$ cat config.mk
export PLATFORM = sky130hd
export DESIGN_NAME = score_board
export DESIGN_NICKNAME = d
export VERILOG_FILES = /design/src/rtl/score_board.sv
export SDC_FILE = /design/constraint.sdc
export NUM_CORES = 1
export LEC_CHECK = 0
export ABC_AREA = 0
export CORE_MARGIN = 4
export CORE_UTILIZATION = 48
export CTS_CLUSTER_SIZE = 30
export DETAILED_ROUTE_END_ITERATION = 16
export GPL_TIMING_DRIVEN = 0
export PLACE_DENSITY_LB_ADDON = 0.2
export SLEW_MARGIN = 20
export SYNTH_ARGS = -nofsm -noshare
export SYNTH_HDL_FRONTEND = slang
export SYNTH_SLANG_ARGS = --single-unit
export TNS_END_PERCENT = 30
$ cat constraint.sdc
create_clock -name clk_i -period 2 [get_ports clk_i]
set_input_delay 0.4 -clock clk_i [delete_from_list [all_inputs] [get_ports clk_i]]
set_output_delay 0.4 -clock clk_i [all_outputs]
set_load 0.1 [all_outputs]
$ cat src/rtl/score_board.sv
// Pong scoreboard: BCD score counters, win detection, per-player blink
// timing and a registered seven-segment digit overlay for the pixel path.
module score_board #(
    parameter int COLOR_BITS   = 24,
    parameter int NUM_PLAYERS  = 2,
    parameter int NUM_DIGITS   = 2,
    parameter int WIN_SCORE    = 11,
    parameter int BLINK_FRAMES = 32,
    parameter int SCORE_Y      = 160,
    parameter int X_BASE       = 480,
    parameter int PLAYER_PITCH = 96
) (
    input  logic                                clk_i,
    input  logic                                rst_i,
    input  logic [NUM_PLAYERS-1:0]              score_inc_i,
    input  logic                                score_clr_i,
    input  logic                                frame_i,
    input  logic [9:0]                          hpos_i,
    input  logic [9:0]                          vpos_i,
    output logic [NUM_PLAYERS*4*NUM_DIGITS-1:0] score_o,
    output logic                                game_over_o,
    output logic [NUM_PLAYERS-1:0]              winner_o,
    output logic [COLOR_BITS/3-1:0]             number_red_o,
    output logic [COLOR_BITS/3-1:0]             number_green_o,
    output logic [COLOR_BITS/3-1:0]             number_blue_o,
    output logic                                number_enable_o
);

    localparam int CW = COLOR_BITS / 3;
    localparam int SW = 4 * NUM_DIGITS;
    localparam logic [CW-1:0] BG = ~({CW{1'b1}} >> 3);

    function automatic logic [SW-1:0] to_bcd(input int v);
        logic [SW-1:0] r;
        int t;
        r = '0;
        t = v;
        for (int d = 0; d < NUM_DIGITS; d++) begin
            r[4*d +: 4] = 4'(t % 10);
            t = t / 10;
        end
        return r;
    endfunction

    localparam logic [SW-1:0] WIN_BCD = to_bcd(WIN_SCORE);

    function automatic logic [SW-1:0] bcd_inc(input logic [SW-1:0] s);
        logic [SW-1:0] r;
        logic c;
        r = s;
        c = 1'b1;
        for (int d = 0; d < NUM_DIGITS; d++) begin
            if (c) begin
                if (s[4*d +: 4] == 4'd9) begin
                    r[4*d +: 4] = 4'd0;
                end else begin
                    r[4*d +: 4] = s[4*d +: 4] + 4'd1;
                    c = 1'b0;
                end
            end
        end
        return r;
    endfunction

    // Seven-segment glyph drawn into a 16x16 cell; seg = {g,f,e,d,c,b,a}.
    function automatic logic glyph(
        input logic [3:0] dig,
        input logic [3:0] x,
        input logic [3:0] y
    );
        logic [6:0] seg;
        logic hx, lft, rgt, up, lo;
        case (dig)
            4'd0:    seg = 7'h3F;
            4'd1:    seg = 7'h06;
            4'd2:    seg = 7'h5B;
            4'd3:    seg = 7'h4F;
            4'd4:    seg = 7'h66;
            4'd5:    seg = 7'h6D;
            4'd6:    seg = 7'h7D;
            4'd7:    seg = 7'h07;
            4'd8:    seg = 7'h7F;
            4'd9:    seg = 7'h6F;
            default: seg = 7'h00;
        endcase
        hx  = (x >= 4'd3) && (x <= 4'd12);
        lft = (x == 4'd3) || (x == 4'd4);
        rgt = (x == 4'd11) || (x == 4'd12);
        up  = (y >= 4'd1) && (y <= 4'd8);
        lo  = (y >= 4'd7) && (y <= 4'd14);
        return (seg[0] && hx && (y == 4'd1 || y == 4'd2))
            || (seg[1] && rgt && up)
            || (seg[2] && rgt && lo)
            || (seg[3] && hx && (y == 4'd13 || y == 4'd14))
            || (seg[4] && lft && lo)
            || (seg[5] && lft && up)
            || (seg[6] && hx && (y == 4'd7 || y == 4'd8));
    endfunction

    logic [SW-1:0]          score_q [NUM_PLAYERS];
    logic [7:0]             blink_q [NUM_PLAYERS];
    logic [NUM_PLAYERS-1:0] winner_q;
    logic [NUM_PLAYERS-1:0] acc;
    logic [NUM_PLAYERS-1:0] hidden;
    logic [3:0]             frame_cnt;

    assign winner_o    = winner_q;
    assign game_over_o = |winner_q;
    assign acc         = score_inc_i & {NUM_PLAYERS{~game_over_o}};

    always_comb begin
        score_o = '0;
        for (int p = 0; p < NUM_PLAYERS; p++) begin
            score_o[p*SW +: SW] = score_q[p];
        end
    end

    always_ff @(posedge clk_i) begin
        if (rst_i) begin
            winner_q  <= '0;
            frame_cnt <= '0;
            for (int p = 0; p < NUM_PLAYERS; p++) begin
                score_q[p] <= '0;
                blink_q[p] <= '0;
            end
        end else begin
            if (frame_i) begin
                frame_cnt <= frame_cnt + 4'd1;
            end
            for (int p = 0; p < NUM_PLAYERS; p++) begin
                if (score_clr_i) begin
                    score_q[p]  <= '0;
                    blink_q[p]  <= '0;
                    winner_q[p] <= 1'b0;
                end else if (acc[p]) begin
                    score_q[p]  <= bcd_inc(score_q[p]);
                    blink_q[p]  <= 8'(BLINK_FRAMES);
                    winner_q[p] <= (bcd_inc(score_q[p]) == WIN_BCD);
                end else if (frame_i && blink_q[p] != 8'd0) begin
                    blink_q[p] <= blink_q[p] - 8'd1;
                end
            end
        end
    end

    // A winner flashes from the free-running frame count until the next clear.
    always_comb begin
        for (int p = 0; p < NUM_PLAYERS; p++) begin
            hidden[p] = (blink_q[p] != 8'd0 && blink_q[p][2])
                     || (winner_q[p] && frame_cnt[3]);
        end
    end

    logic hit;
    logic ink;
    logic in_row;

    always_comb begin
        hit    = 1'b0;
        ink    = 1'b0;
        in_row = (int'(vpos_i) >= SCORE_Y) && (int'(vpos_i) < SCORE_Y + 16);
        for (int p = 0; p < NUM_PLAYERS; p++) begin
            for (int d = 0; d < NUM_DIGITS; d++) begin
                int x0;
                x0 = X_BASE + p * PLAYER_PITCH + 16 * d;
                if (in_row && int'(hpos_i) >= x0 && int'(hpos_i) < x0 + 16) begin
                    hit = 1'b1;
                    ink = !hidden[p] && glyph(score_q[p][4*(NUM_DIGITS-1-d) +: 4],
                                              hpos_i[3:0], vpos_i[3:0]);
                end
            end
        end
    end

    always_ff @(posedge clk_i) begin
        if (rst_i) begin
            number_enable_o <= 1'b0;
            number_red_o    <= '0;
            number_green_o  <= '0;
            number_blue_o   <= '0;
        end else begin
            number_enable_o <= hit;
            number_red_o    <= (hit && !ink) ? BG : '0;
            number_green_o  <= (hit && !ink) ? BG : '0;
            number_blue_o   <= (hit && !ink) ? BG : '0;
        end
    end

endmodule
Word level (Yosys, flattened, before mapping) --
Memory sizes are Yosys's and may differ from the RTL's. Cells that the tools add are included.
Operators by class: add/sub/neg operators 7, multipliers 0, div/mod/pow operators 0, $lt $le $gt $ge 16, eq/ne operators 16, shift-type cells 0, muxes and demuxes 72, bitwise gates (word level) 12, reductions and logical operators 117
Operator list (number):
- 8-bit 2-to-1 mux | 11
- 1-bit logical AND | 79
- 4-bit 2-to-1 mux | 18
- 1-bit 2-to-1 mux | 39
- 4-bit equality test, second input constant | 9
- 1-bit logical OR | 31
- 10-bit less-than comparator, second input constant | 3
- 7-bit 2-to-1 mux | 4
- 4-bit by 1-bit adder with 4-bit output, second input constant | 5
- 10-bit greater-or-equal comparator, second input constant | 2
- 10-bit by 9-bit greater-or-equal comparator with 1-bit output, second input constant | 2
- 8-bit by 5-bit equality test with 1-bit output, second input constant | 2
- 8-bit nonzero test | 2
- 8-bit by 1-bit subtractor with 8-bit output, second input constant | 2
- 4-bit <= comparator, second input constant | 3
- 10-bit by 8-bit greater-or-equal comparator with 1-bit output, second input constant | 1
- 10-bit by 8-bit less-than comparator with 1-bit output, second input constant | 1
- 10-bit by 9-bit less-than comparator with 1-bit output, second input constant | 1
- 1-bit bitwise OR | 10
- 4-bit by 2-bit equality test with 1-bit output, second input constant | 2
- 4-bit by 3-bit equality test with 1-bit output, second input constant | 2
- 4-bit by 1-bit equality test with 1-bit output, second input constant | 1
- 4-bit by 1-bit greater-or-equal comparator with 1-bit output, second input constant | 1
- 4-bit by 2-bit greater-or-equal comparator with 1-bit output, second input constant | 1
- other kinds (5) | 8
Storage, ports and cells: register bits after elaboration 15, latch bits 0, memory bits (writable) 32, ROM bits 448, input port bits 26, output and inout bits 44, word-level logic and storage cells 251, memories kept 6
Memories:
- (name not given) | depth 16, bits a word 7, rd ports 1, clocked after memory_dff 0, write ports 0, line 73 | case (dig)
- (name not given) | depth 16, bits a word 7, rd ports 1, clocked after memory_dff 0, write ports 0, line 73
- (name not given) | depth 16, bits a word 7, rd ports 1, clocked after memory_dff 0, write ports 0, line 73
- (name not given) | depth 16, bits a word 7, rd ports 1, clocked after memory_dff 0, write ports 0, line 73
- blink_q | depth 2, bits a word 8, rd ports 2, clocked after memory_dff 0, write ports 2, line 101 | logic [7:0] blink_q [NUM_PLAYERS];
- score_q | depth 2, bits a word 8, rd ports 2, clocked after memory_dff 0, write ports 2, line 100 | logic [SW-1:0] score_q [NUM_PLAYERS];

Depth between registers and ports, before layout --
word-level depth 21, depth in mapped cells 9, gate-level depth less buffers 8

Worst setup path before layout --
No wires, ideal clock.
kind reg-to-reg, start memory score_q[0][1] (netlist name), end register number_red_o[6], library setup time 0.128 ns, data arrival time 2.447 ns, required time 1.872 ns, setup slack -0.575 ns, stages on the path, launching flop included 9, buffers on the path 0, clock period less this slack 2.575 ns, cells stage by stage edfxtp_1 inv_1 ha_1 or2_2 a31o_2 a21oi_1 o21bai_1 a211oi_1 a211oi_2
RTL lines:
- from (decl) | line 100
- to (signal assigned) | line 183 | number_red_o <= (hit && !ink) ? BG : '0;
- to (decl) | line 23 | output logic [COLOR_BITS/3-1:0] number_red_o,

==> reports/metrics.yaml <==
status: "finished clean"
r2r_end: "winner_o[1]"
fin_crit_sh: 0.988
synth_edf_count: 32
diodes: 0
min_from: "rst_i"
die_h_um: 93.7
hold_buffers: 0
root_buffer: "clkbuf_8"
first_iter_violations: 168
async_flop_share: 0
min_path_type: "input pin to flop"
synth_cell_types: 75
grt_pass1_wl_um: 13900
layout_common_cells: "buf_4, nor2_1, edfxtp_1"
via_per_inst: 5.48
yosysSeqAreaShare: 0.318
reg2reg_depth: 8
area_growth_pct: 41.3
wire_per_inst_um: 15.2
mostFrequentLayoutCell: "buf_4"
die_area_um2: 8780
fmax_mhz: 506
port_buffers: 50
power.density_nw_per_um2: 561
worstPathCellList: "clkdlybuf4s15_1"
min_to: "frame_cnt[2]"
required_ps: 1600
avgSynthCellArea_um2: 8.58
finalSetupViolCount: 0
place_area_um2: 4250
grt.overflow.total: 0
crit_type: "flop to output port"
cts.sinks: 40
yosys_warnings: 0
power_w: 0.00280
tightest_slew_ps: 992
route.detailed.drc: 0
ant_nets: 0
worst_ep_arrival_time_ps: 1580
placementRows: 30
rsz0062_at_grt: "yes"
fillers: 522
ir_worst_vdd_mv: 0.408
first_pass_iters: 4
start_util: 0.505
synthCells: 411
totalWireLength_um: 9330
grt_max_degree: 14
ys.flop_type: "edfxtp_1"
die_w_um: 93.7
cts_tree: "done"
hold_path_depth: 2
relSlewSlack: 0.342
htreeDepth: 2
final_layout_size_suffix_gt1_frac: 0.334
r2r_start: "score_q[1][5]"
core_area_um2: 6980
r2r_slack_ps: 20
hold_viol: 0
fin_worst_hold_slack_ps: 501
max_stage_delay_ps: 850
clock_latency_ps: 300
p_leak_nw: 2.06
crit_buf_inv: 1
via_count: 3363
skew_ps: 14.7
path_clk_slew_ps: 90
clockBufferDepth: 2
cp-end-kind: "output port"
layout.nets: 565
start_kind: "flop"
final_area_um2: 4980
setup-tns-final_ps: 0
ios: 70
ys_ff_latch: 40
hpwl_um: 6430
gp_congestion: 0.946
antenna_found_initial: 0
min_period_ps: 1980
grt_pass1_vias: 2887
syn-cell-area_um2: 3530
cts_made_buffers: 5
slew_viol_final: 0
crit_path_max_fanout: 4
critPathTopFamily: "buffers and inverters"
crit_path_top_delay_cell: "clkdlybuf4s15_1"
drv_cap: 0
track_usage: 0.192
-- report_power, final --
| part | switching, W | leakage [nW] | internal (W) |
|---|---|---|---|
| clock network | 0.000318 | 0.0654 | 0.000500 |
| registers | 0.0000593 | 0.440 | 0.000948 |
| logic | 0.000609 | 1.55 | 0.000364 |
| total | 0.000986 | 2.06 | 0.00181 |
-- state kept, by name (all words and copies together), names as in the netlist --
signal,cells
blink_q,16
score_q,16
frame_cnt,4
number_enable_o,1
winner_o,2
number_red_o,1
-- layout make-up --
cell class / instances / area [µm²] / area share
Sequential cell: 40 / 1120 / 0.226
Clock buffer: 6 / 72.6 / 0.0146
Multi-Input combinational cell: 320 / 2430 / 0.488
Buffer: 39 / 277 / 0.0555
Clock inverter: 2 / 60.1 / 0.0121
Inverter: 25 / 93.8 / 0.0188
Tap cell: 96 / 120 / 0.0241
Timing Repair Buffer: 86 / 806 / 0.162
-- layer usage --
layer / routed length, µm / vias to the layer above / GRT usage / part of all wire
li1: - / 1658 / - / -
met1: 4140 / 1584 / 0.257 / 0.44
met2: 4470 / 105 / 0.321 / 0.48
met3: 575 / 16 / 0.0361 / 0.062
met4: 143 / 0 / 0.0421 / 0.015
met5: 0 / - / 0 / 0
-- cells by family after synthesis --
family	synth area share
and+or+nand+nor	0.243
AOI/OAI and AO/OA	0.181
buffers and inverters	0.0997
DFF	0.318
adders and majority gates	0.0781
xor gates and xnor gates	0.0518
muxes	0.0273
other	0.00106
-- timing repair --
item,CTS,global route
endpoints found under the setup margin,64,40
resized for setup,77,69
pin swaps,2,20
setup buffers,0,36
-- synthesized netlist by cell type, types with 7 or more instances --
cell      count  area, µm²
inv_1        25       93.8
dfxtp_1       8        160
o21ai_0      17       85.1
nor2_1       48        180
mux2i_1       7       70.1
nand2b_1     10       62.6
edfxtp_1     32        961
xnor2_1      14        123
buf_4        24        180
or2_2         7       43.8
ha_1         22        275
a21oi_1      25        125
nand2_1      27        101
nor3_1       15       75.1
nand3_1      14       70.1
clkbuf_1      8       30.0
-- stage by stage --
stage	setup WS [ps]	cells	util
after global routing	-130	614	0.713
after global placement	-547	571	0.609
after detailed placement	-636	571	0.609
after floorplan	-434	425	-
after CTS	-218	579	0.635
final	24.5	614	0.713
-- worst max path at each step --
| stage | from | endpoint | slack [ps] | depth (start not counted) |
|---|---|---|---|---|
| 6_report | score_q[0][6] | score_o[6] | 20 | 1 |
| 5_1_grt | score_q[0][0] | winner_o[0] | -130 | 8 |
| 4_1_cts | winner_o[0] | game_over_o | -220 | 3 |
| 3_5_place_dp | score_clr_i | blink_q[0][5] | -640 | 6 |
| 3_3_place_gp | score_clr_i | blink_q[1][5] | -550 | 6 |
| 2_1_floorplan | score_q[1][5] | number_red_o[6] | -430 | 7 |
Note: power is estimated with default switching activity, not from simulation.
==> RTL edit: new RTL, same flow settings <==
Register the inputs `score_inc_i`, `score_clr_i`, `frame_i`, `hpos_i` and `vpos_i` before use, cleared by the reset. The logic sees them one clock later.
--- a/src/rtl/score_board.sv
+++ b/src/rtl/score_board.sv
@@ -29,6 +29,28 @@
     localparam int CW = COLOR_BITS / 3;
     localparam int SW = 4 * NUM_DIGITS;
     localparam logic [CW-1:0] BG = ~({CW{1'b1}} >> 3);
+
+    logic [NUM_PLAYERS-1:0] score_inc_q;
+    logic score_clr_q;
+    logic frame_q;
+    logic [9:0] hpos_q;
+    logic [9:0] vpos_q;
+
+    always_ff @(posedge clk_i) begin
+        if (rst_i) begin
+            score_inc_q <= '0;
+            score_clr_q <= '0;
+            frame_q     <= '0;
+            hpos_q      <= '0;
+            vpos_q      <= '0;
+        end else begin
+            score_inc_q <= score_inc_i;
+            score_clr_q <= score_clr_i;
+            frame_q     <= frame_i;
+            hpos_q      <= hpos_i;
+            vpos_q      <= vpos_i;
+        end
+    end
 
     function automatic logic [SW-1:0] to_bcd(input int v);
         logic [SW-1:0] r;
@@ -106,7 +128,7 @@
 
     assign winner_o    = winner_q;
     assign game_over_o = |winner_q;
-    assign acc         = score_inc_i & {NUM_PLAYERS{~game_over_o}};
+    assign acc         = score_inc_q & {NUM_PLAYERS{~game_over_o}};
 
     always_comb begin
         score_o = '0;
@@ -124,11 +146,11 @@
                 blink_q[p] <= '0;
             end
         end else begin
-            if (frame_i) begin
+            if (frame_q) begin
                 frame_cnt <= frame_cnt + 4'd1;
             end
             for (int p = 0; p < NUM_PLAYERS; p++) begin
-                if (score_clr_i) begin
+                if (score_clr_q) begin
                     score_q[p]  <= '0;
                     blink_q[p]  <= '0;
                     winner_q[p] <= 1'b0;
@@ -136,7 +158,7 @@
                     score_q[p]  <= bcd_inc(score_q[p]);
                     blink_q[p]  <= 8'(BLINK_FRAMES);
                     winner_q[p] <= (bcd_inc(score_q[p]) == WIN_BCD);
-                end else if (frame_i && blink_q[p] != 8'd0) begin
+                end else if (frame_q && blink_q[p] != 8'd0) begin
                     blink_q[p] <= blink_q[p] - 8'd1;
                 end
             end
@@ -158,15 +180,15 @@
     always_comb begin
         hit    = 1'b0;
         ink    = 1'b0;
-        in_row = (int'(vpos_i) >= SCORE_Y) && (int'(vpos_i) < SCORE_Y + 16);
+        in_row = (int'(vpos_q) >= SCORE_Y) && (int'(vpos_q) < SCORE_Y + 16);
         for (int p = 0; p < NUM_PLAYERS; p++) begin
             for (int d = 0; d < NUM_DIGITS; d++) begin
                 int x0;
                 x0 = X_BASE + p * PLAYER_PITCH + 16 * d;
-                if (in_row && int'(hpos_i) >= x0 && int'(hpos_i) < x0 + 16) begin
+                if (in_row && int'(hpos_q) >= x0 && int'(hpos_q) < x0 + 16) begin
                     hit = 1'b1;
                     ink = !hidden[p] && glyph(score_q[p][4*(NUM_DIGITS-1-d) +: 4],
-                                              hpos_i[3:0], vpos_i[3:0]);
+                                              hpos_q[3:0], vpos_q[3:0]);
                 end
             end
         end
Check against the original RTL: not equivalent (a bounded check fails within 4 cycles, from zero or initial values and one cycle with rst_i high).
==> RTL edit against the unedited design <==
The flow now finishes with violations (setup timing); sequential cell count rose by 24; clock skew fell by 0.0032 ns; wire length barely moved; area after synthesis rose by 11%; via count fell by 0.36%; die area rose by 10%; combinational power rose by 5%; total power rose by 37%; cell area rose by 5.6%; worst setup slack got worse by 0.047 ns; critical path type is now reg2reg.
==> RTL edit: results (changes against the unedited design) <==
stage	metric	value	unit	change
status	outcome	finished, violations left		
status	failing checks	setup timing		
synthesis	cell count after synthesis	430		+4.6%
setup_path	Reg2Reg Setup Slack	-0.02	ns	-0.05 ns
clock_tree	post_cts resized	83		+7.8%
clock_tree	Clock Latency Late Sink	0.34	ns	+0.04 ns
synthesis	sequential element share of the synthesized area	40.8	%	+9.0 points
synthesis	Post-synth ARST share	0	%	unchanged
final_layout	FILL cells	621		+19%
placement	gpl congestion	0.868		-8.3%
placement	PortBufs	54		+8.0%
synthesis	synth cell count leaders	53 x nor2_1, 32 x dfxtp_1, 32 x edfxtp_1		
power	Lkg Pwr	2.07	nW	+0.64%
clock_tree	root buf cell	clkbuf_8		
min_path	HP Start	score_clr_q$_SDFF_PP0_		
placement	detailed placement HPWL	6.74	mm	+4.8%
routing	DR WL/cell	14.6	um	-3.9%
routing	Total Routed Length	9.33	mm	about the same
sta	max_slew headroom	36.1	%	+2.0 points
clock_tree	CTS H-tree lvls	3		+1
min_path	Tightest Hold Check Type	reg2reg		
clock_tree	CTS Buf Count	9		+4
routing	TritonRoute pass-1 iters	4		unchanged
final_layout	Final Net Count	579		+2.5%
clock_tree	Setup Buffers After CTS	0		unchanged
global_route	gr usage total	18.3	%	-0.81 points
sta	setup violators final	2		+2
final_layout	layout cells sized above 1	25.9	%	-7.5 points
min_path	Hold EP	winner_o[0]$_SDFFE_PP0P_		
synthesis	most common flop cell mapped by yosys	edfxtp_1		
placement	placed insts	600		+5.1%
synthesis	Area contributors post-synth	edfxtp_1 25%, dfxtp_1 16%, ha_1 6.7%, nor2_1 5.1%, nor2b_1 4.8%		
routing	Vias	3351		-0.36%
global_route	number of global-route vias before repair	3156		+9.3%
sta	Worst Skew	0.0115	ns	-0.00325 ns
min_path	worst hold path stage count	1		-1
setup_path	FF-to-FF Start	blink_q[0][0]$_SDFFCE_PN0P_		
global_route	initial antenna violation count	0		unchanged
setup_path	Max FO, Critical Path	8		+4
synthesis	Post-synth EDFFs	32		unchanged
global_route	pin count of the biggest net entering global routing	13		-1
final_layout	Regs by FF count	blink_q x16, score_q x16		
routing	DR iter-0 viols	215		+28%
global_route	first-pass GRT wire length	14.6	mm	+5.6%
setup_path	worst reg-to-reg path cell count	8		unchanged
final_layout	ANT cells	0		unchanged
power	worst vdd ir	446	uV	+9.1%
synthesis	library cells used by synthesis	61		-19%
setup_path	Crit Reg-Reg Endpoint	blink_q[0][5]$_SDFFCE_PP0P_		
sta	final worst setup slack	-0.0220	ns	-0.0465 ns
flow_run	Max-Cap Viols	0		unchanged
setup_path	CP Data Arrival Time	2.10	ns	+0.52 ns
clock_tree	Reg clk slew, reported paths	0.08	ns	
## RTL edit: cell type report
cell class	instances	area share, %
buffer	36	4.68
clock buffer	10	2.43
clock inverter	6	1.76
inverter	25	1.78
multi-input combinational	318	42.3
sequential	64	30.5
tap	102	2.43
timing repair buffer	78	14.1
## RTL edit: critical path: stages, from the launching register on
cell      delay [ns]
edfxtp_1        0.43
inv_2           0.09
ha_2            0.18
nand2_1         0.08
or3_4           0.37
o31ai_4         0.26
or2_2           0.16
buf_6           0.12
o21ai_0         0.08
## RTL edit: per-layer routing
layer	share of wire [%]	GRT usage (%)	up-vias	routed length, um
met1	43	23.6	1536	3970
met2	48	30.8	119	4500
li1	-	-	1687	-
met4	0.96	4.52	0	90
met3	8.2	4.79	9	763
met5	0	0	-	0
## RTL edit: logic make-up after synthesis
| kind of cell | count (synthesis) | share of synthesized area, % |
|---|---|---|
| other | 1 | 0.0956 |
| muxes | 6 | 1.53 |
| buffers and inverters | 62 | 8.58 |
| and+or+nand+nor | 160 | 20.8 |
| DFF | 64 | 40.8 |
| AOI/OAI and AO/OA | 95 | 16.3 |
| xor gates and xnor gates | 21 | 5.07 |
| adders and majority gates | 21 | 6.70 |
## RTL edit: worst max path at each step
stage | start | end | slack (ns) | cells past startpoint
3_5_place_dp | rst_i | blink_q[1][5]$_SDFFCE_PN0P_ | -0.62 | 6
4_1_cts | blink_q[0][0]$_SDFFCE_PN0P_ | blink_q[0][0]$_SDFFCE_PN0P_ | -0.13 | 6
6_report | blink_q[0][0]$_SDFFCE_PN0P_ | blink_q[0][5]$_SDFFCE_PP0P_ | -0.02 | 8
2_1_floorplan | score_q[0][5]$_SDFFCE_PN0P_ | number_blue_o[6]$_SDFF_PP0_ | -0.52 | 9
3_3_place_gp | rst_i | blink_q[1][5]$_SDFFCE_PN0P_ | -0.57 | 6
5_1_grt | score_q[0][5]$_SDFFCE_PN0P_ | number_blue_o[6]$_SDFF_PP0_ | -0.14 | 9
## RTL edit: power by group
| group | total, mW | internal (mW) | switching [mW] |
|---|---|---|---|
| logic | 1.02 | 0.365 | 0.660 |
| clock network | 1.24 | 0.709 | 0.536 |
| registers | 1.55 | 1.47 | 0.0861 |
| total | 3.82 | 2.54 | 1.28 |
## RTL edit: metrics by stage
step / area (um2) / TNS [ns] / worst slack [ns] / hold WS [ns] / util (%)
floorplan: 4040 / -2.94 / -0.523 / 0.414 / -
global placement: 4710 / -13.60 / -0.566 / 0.428 / 60.0
detailed placement: 4710 / -16.17 / -0.623 / 0.439 / 60.0
CTS: 4980 / -1.62 / -0.127 / 0.462 / 63.5
global route: 5260 / -0.830 / -0.140 / 0.533 / 67.0
finish: 5260 / -0.0293 / -0.0220 / 0.499 / 67.0
